===== config.mk =====
export PLATFORM = sky130hd
export DESIGN_NAME = mmt_trace_engine
export DESIGN_NICKNAME = d
export VERILOG_FILES = /design/src/rtl/mmt_trace_engine.sv
export SDC_FILE = /design/constraint.sdc
export NUM_CORES = 2
export LEC_CHECK = 0
export ABC_CLOCK_PERIOD_IN_PS = 14150
export BUFFER_PORTS_ARGS = -buffer_cell sky130_fd_sc_hd__buf_2
export CELL_PAD_IN_SITES_DETAIL_PLACEMENT = 1
export CELL_PAD_IN_SITES_GLOBAL_PLACEMENT = 1
export CORE_AREA = 2 2 625 316
export CTS_BUF_LIST = sky130_fd_sc_hd__clkbuf_4
export DETAILED_ROUTE_END_ITERATION = 10
export DIE_AREA = 0 0 627 318
export HOLD_SLACK_MARGIN = 0.12
export PLACE_DENSITY_LB_ADDON = 0.1
export SYNTH_ARGS = -nofsm -noshare
export SYNTH_HDL_FRONTEND = slang
export SYNTH_SLANG_ARGS = --single-unit

===== constraint.sdc =====
create_clock -name clk -period 14.15 [get_ports clk]
set_clock_uncertainty 0.2 [all_clocks]
set_input_delay 2.83 -clock clk [delete_from_list [all_inputs] [get_ports clk]]
set_output_delay 2.83 -clock clk [all_outputs]
set_load 0.01 [all_outputs]

===== src/rtl/mmt_trace_engine.sv =====
// Matrix-multiply/transpose trace engine: loads a bank of square matrices and
// returns trace(opA(A)*opB(B)*opC(C)) for a 3-beat index command.
module mmt_mac_lane #(
  parameter int DATA_W = 8,
  parameter int OUT_W  = 30
) (
  input  logic              en,
  input  logic [DATA_W-1:0] a,
  input  logic [DATA_W-1:0] b,
  output logic [OUT_W-1:0]  prod
);
  logic signed [OUT_W-1:0] ax, bx;

  assign ax   = {{(OUT_W-DATA_W){a[DATA_W-1]}}, a};
  assign bx   = {{(OUT_W-DATA_W){b[DATA_W-1]}}, b};
  assign prod = en ? ax * bx : '0;
endmodule

module mmt_trace_engine #(
  parameter int DATA_W  = 8,
  parameter int NUM_MAT = 8,
  parameter int MAX_DIM = 4,
  parameter int IDX_W   = $clog2(NUM_MAT),
  parameter int OUT_W   = 3*DATA_W + 3*$clog2(MAX_DIM)
) (
  input  logic                    clk,
  input  logic                    rst,
  input  logic                    in_valid,
  input  logic [1:0]              matrix_size,
  input  logic signed [DATA_W-1:0] matrix,
  input  logic                    in_valid2,
  input  logic [2:0]              mode,
  input  logic [IDX_W-1:0]        matrix_idx,
  output logic                    busy,
  output logic                    out_valid,
  output logic signed [OUT_W-1:0] out_value
);
  localparam int DIM_W = $clog2(MAX_DIM);
  localparam int SZ_W  = DIM_W + 1;

  localparam logic [2:0] S_IDLE   = 3'd0;
  localparam logic [2:0] S_LOAD   = 3'd1;
  localparam logic [2:0] S_GETIDX = 3'd2;
  localparam logic [2:0] S_CALC   = 3'd3;
  localparam logic [2:0] S_OUT    = 3'd4;

  typedef struct packed {
    logic [2:0]       mode;
    logic [IDX_W-1:0] a;
    logic [IDX_W-1:0] b;
    logic [IDX_W-1:0] c;
  } cmd_t;

  logic [2:0]              state;
  logic [1:0]              size_code;
  logic [IDX_W-1:0]        mat;
  logic [DIM_W-1:0]        row, col, ci, cj;
  logic [1:0]              beat;
  cmd_t                    cmd;
  logic signed [OUT_W-1:0] acc;
  logic [NUM_MAT-1:0][MAX_DIM-1:0][MAX_DIM-1:0][DATA_W-1:0] bank;

  // Effective dimension: 2<<code, clamped to what the bank can hold
  logic [5:0]      size_raw;
  logic [SZ_W-1:0] size, size_m1;
  assign size_raw = 6'd2 << size_code;
  assign size     = (size_raw > 6'(MAX_DIM)) ? SZ_W'(MAX_DIM) : size_raw[SZ_W-1:0];
  assign size_m1  = size - SZ_W'(1);

  logic last_col, last_row, last_mat, last_j, last_i;
  assign last_col = SZ_W'(col) == size_m1;
  assign last_row = SZ_W'(row) == size_m1;
  assign last_mat = mat == IDX_W'(NUM_MAT-1);
  assign last_j   = SZ_W'(cj) == size_m1;
  assign last_i   = SZ_W'(ci) == size_m1;

  // Transposition is a swap of row/col at read time
  logic [MAX_DIM-1:0][DATA_W-1:0] lane_a, lane_b;
  logic [MAX_DIM-1:0][OUT_W-1:0]  lane_p;

  for (genvar k = 0; k < MAX_DIM; k++) begin : g_lane
    localparam logic [DIM_W-1:0] K = DIM_W'(k);
    assign lane_a[k] = cmd.mode[0] ? bank[cmd.a][K][ci] : bank[cmd.a][ci][K];
    assign lane_b[k] = cmd.mode[1] ? bank[cmd.b][cj][K] : bank[cmd.b][K][cj];
    mmt_mac_lane #(.DATA_W(DATA_W), .OUT_W(OUT_W)) u_lane (
      .en   (SZ_W'(k) < size),
      .a    (lane_a[k]),
      .b    (lane_b[k]),
      .prod (lane_p[k])
    );
  end

  logic [DATA_W-1:0]       c_elem;
  logic [OUT_W-1:0]        ksum;
  logic signed [OUT_W-1:0] c_ext, term;

  assign c_elem = cmd.mode[2] ? bank[cmd.c][ci][cj] : bank[cmd.c][cj][ci];
  assign c_ext  = {{(OUT_W-DATA_W){c_elem[DATA_W-1]}}, c_elem};

  always_comb begin
    ksum = '0;
    for (int k = 0; k < MAX_DIM; k++) ksum = ksum + lane_p[k];
  end

  assign term = $signed(ksum) * c_ext;
  assign busy = (state == S_CALC) || (state == S_OUT);

  always_ff @(posedge clk) begin
    if (rst) begin
      state     <= S_IDLE;
      size_code <= '0;
      mat       <= '0;
      row       <= '0;
      col       <= '0;
      ci        <= '0;
      cj        <= '0;
      beat      <= '0;
      cmd       <= '0;
      acc       <= '0;
      bank      <= '0;
      out_valid <= 1'b0;
      out_value <= '0;
    end else begin
      out_valid <= 1'b0;
      out_value <= '0;
      case (state)
        S_IDLE: begin
          if (in_valid) begin
            size_code     <= matrix_size;
            bank[0][0][0] <= matrix;
            mat           <= '0;
            row           <= '0;
            col           <= DIM_W'(1);
            state         <= S_LOAD;
          end else if (in_valid2) begin
            cmd.mode <= mode;
            cmd.a    <= matrix_idx;
            beat     <= 2'd1;
            state    <= S_GETIDX;
          end
        end
        S_LOAD: begin
          if (!in_valid) begin
            state <= S_IDLE;
          end else begin
            bank[mat][row][col] <= matrix;
            if (!last_col) begin
              col <= col + DIM_W'(1);
            end else begin
              col <= '0;
              if (!last_row) begin
                row <= row + DIM_W'(1);
              end else begin
                row <= '0;
                if (last_mat) begin
                  mat   <= '0;
                  state <= S_IDLE;
                end else begin
                  mat <= mat + IDX_W'(1);
                end
              end
            end
          end
        end
        S_GETIDX: begin
          if (!in_valid2) begin
            beat  <= '0;
            state <= S_IDLE;
          end else if (beat == 2'd1) begin
            cmd.b <= matrix_idx;
            beat  <= 2'd2;
          end else begin
            cmd.c <= matrix_idx;
            beat  <= '0;
            acc   <= '0;
            ci    <= '0;
            cj    <= '0;
            state <= S_CALC;
          end
        end
        S_CALC: begin
          acc <= acc + term;
          if (!last_j) begin
            cj <= cj + DIM_W'(1);
          end else begin
            cj <= '0;
            if (last_i) begin
              ci    <= '0;
              state <= S_OUT;
            end else begin
              ci <= ci + DIM_W'(1);
            end
          end
        end
        S_OUT: begin
          out_valid <= 1'b1;
          out_value <= acc;
          state     <= S_IDLE;
        end
        default: state <= S_IDLE;
      endcase
    end
  end
endmodule


==> flow_summary.yaml <==
sta:
  max_freq_ghz: 0.07015
  grt_setup_unrepaired: "yes"
  layout_min_cycle_time_ns: 14.25
  setup_viol: 4
  min_period_over_period_pct: 100.7
  worst_pin_slew_ns: 1.599
  relSlewSlack_pct: -9.620
  finalHoldViolCount: 0
  drv_slew: 5
  setup_slack_ns: -0.1047
  holdWs_ns: 0.2578
clock_tree:
  cts-htree-levels: 5
  cts_tree: "built"
  clock-sinks: 1115
  insertion_delay_ns: 1.32
  cts-root-buf: "clkbuf_4"
  cts_hold_buf: 0
  clk_pin_slew_ns: 0.08
  clk_path_buf_depth: 4
  cts_buffers: 299
logic_synthesis:
  ys_ff_latch: 1115
  synth_edf_count: 0
  syn_area_per_cell_um2: 8.926
  ys.flop_type: "dfxtp_1"
  synth_fp_nets: 10400
  syn_inst: 9747
  synthArstFlopShare_pct: 0
  synth.yosys.seq_area_share_pct: 25.66
  synth_cell_types: 89
  ys_warn_count: 0
  netlist_area_um2: 87000
placement:
  io_buffers: 51
  gp_congestion: 1.087
  dp_hpwl_um: 339000
  pre_cts_slack_ns: -1.032
run_status:
  violations: "max-capacitance violations, max-slew violations, negative setup slack"
  outcome: "complete, but fails checks"
floorplan:
  start_util_pct: 44.69
  die-area_um2: 199400
  core_um2: 194700
  io_pins: 52
  die_x_um: 627
  die_h_um: 318
  rows: 115
global_routing:
  grt_max_degree: 182
  grt_pass1_wl_um: 653600
  antenna_found_initial: 34
  first_global_vias: 87528
  grt_overflow_total: 0
  grt_use_total_pct: 45.45
hold_path:
  hold_class: "reg -> reg"
  hold_start: "beat[0]$_SDFFE_PP0P_"
power:
  p_int_mw: 5.919
  clkPwrFrac_pct: 32.5
  max-vdd-ir-drop_mv: 0.09654
  p_seq_share_pct: 33.2
  power.density_nw_per_um2: 92.07
  total_power_mw: 9.575
  swShare_pct: 38.19
  p_comb_share_pct: 34.3
  power_leakage_nw: 39.20
  p_switching_mw: 3.656
final_layout:
  utilization_pct: 53.42
  fillers: 22468
  num-nets-final: 11244
  area_delta_synth_final_pct: 19.54
  drive_gt1_share_pct: 28.34
  final_cell_mix: "1811 x nand2_1, 1191 x buf_4, 1100 x dfxtp_1"
  final_common_cell: "nand2_1"
worst_setup_path:
  r2r-start: "cmd[3]$_SDFFE_PP0P_"
  worstSetupStartpointType: "flip-flop"
  cp-end-kind: "flip-flop"
  timing.reg2reg.setup_slack_ns: -0.10
  cp_slowest_stage_delay_ns: 0.57
  critPathLaunch: "cmd[3]$_SDFFE_PP0P_"
  critPathKind: "reg -> reg"
  crit_path_frequent_cell: "fa_1"
  cp.required_ns: 15.12
  worstPathMaxFanout: 4
  crit_slowest_cell: "fa_1"
  cp_data_arrival_time_ns: 15.22
detailed_routing:
  routed_via_density: 6.694
  drt_first_iter_violations: 13633
  ant_nets: 0
  drcViolationCount: 0
  firstDrtPassIters: 6
  dr_total_vias: 89932
  wl_per_cell_um: 34.71
  finalWirelength_um: 466400
job:
  maxCapViolCount: 1
## cells in the mapped netlist, drive strengths merged (150+ instances only)
library cell	instances	area, µm²
a21oi	1109	5550
buf	227	1444
nand2	1845	6925
ha	207	2590
o21ai	150	750.7
mux4	814	18400
nand3	984	4925
fa	426	8528
mux2i	200	2002
nor2	509	1916
dfxtp	1115	22320
clkbuf	631	2412
inv	599	2248
## flip-flops by register name, indices dropped and copies added (netlist names)
signal / count
acc: 30
bank: 1024
beat: 2
ci: 2
cj: 2
cmd: 12
col: 2
mat: 3
out_valid: 1
out_value: 30
row: 2
size_code: 2
state: 3
## worst max-delay path: cells and delay by family (launching register included)
family / cells / cell delay [ns]
simple gates: 10 / 0.75
mux: 1 / 0.52
buf+inv: 17 / 1.95
xor+xnor: 3 / 0.51
flops: 1 / 0.42
fa+ha+maj: 14 / 6.15
compound gates: 21 / 3.61
## metrics by stage
stage,TNS [ns],area (µm²),instances
global route,-2.111,104000,13425
CTS,0,101700,13329
finish,-0.2883,104000,13435
detailed placement,-6.988,97420,12809
global placement,-4.056,97420,12809
floorplan,-0.009993,87020,9747
## area by class of cell
cell class	instances	area, µm²	area share [%]
antenna	15	37.54	0.03609
timing repair buffer	1402	12280	11.80
inverter	602	2286	2.198
tap	2632	3293	3.166
clock inverter	86	493.0	0.4740
multi-input combinational	7171	60150	57.84
sequential	1115	22370	21.51
clock buffer	412	3093	2.974
## power by group through the flow
stage | Clock (mW) | Combinational [mW] | Sequential (mW)
after global routing | 3.27 | 3.45 | 3.18
after global placement | 0 | 2.72 | 3.25
after detailed placement | 0 | 2.81 | 3.25
after floorplan | 0 | 1.50 | 3.23
final | 3.11 | 3.29 | 3.18
after CTS | 3.09 | 2.91 | 3.18
## logic make-up (layout without fill, tap and decap cells)
group                      after synthesis  count (layout)  share of synthesized area [%]
adders and majority gates              633             633                          12.78
other                                    0              15                              0
and+or+nand+nor                       3691            3691                          18.34
DFF                                   1115            1115                          25.66
muxes                                 1039            1039                          23.77
xor gates and xnor gates               128             128                          1.313
AOI/OAI and AO/OA                     1680            1680                          11.09
buffers and inverters                 1461            2502                          7.040
## repair_timing
item                       4_1_cts  5_1_grt
pin swaps                       36      118
gates resized for setup        100      310
buffers inserted                19       82
cloned                           3        8
setup endpoints to repair       12       15
## layer usage
| layer | vias up | share of wire (%) | wire (µm) | track usage (%) |
|---|---|---|---|---|
| met5 | - | 0.064 | 298 | 0 |
| met4 | 42 | 3.4 | 15830 | 13.74 |
| met3 | 1054 | 18 | 84080 | 24.44 |
| met2 | 6727 | 37 | 173000 | 56.33 |
| met1 | 45962 | 41 | 193100 | 66.13 |
| li1 | 36147 | - | - | - |
## worst paths after layout
path                                        endpoint  cells after the start
worst max-delay path            acc[29]$_SDFFE_PP0P_                     66
worst min-delay path            beat[0]$_SDFFE_PP0P_                      2
worst max register to register  acc[29]$_SDFFE_PP0P_                     66
worst min register to register  beat[0]$_SDFFE_PP0P_                      2
(Power assumes the default switching activity.)
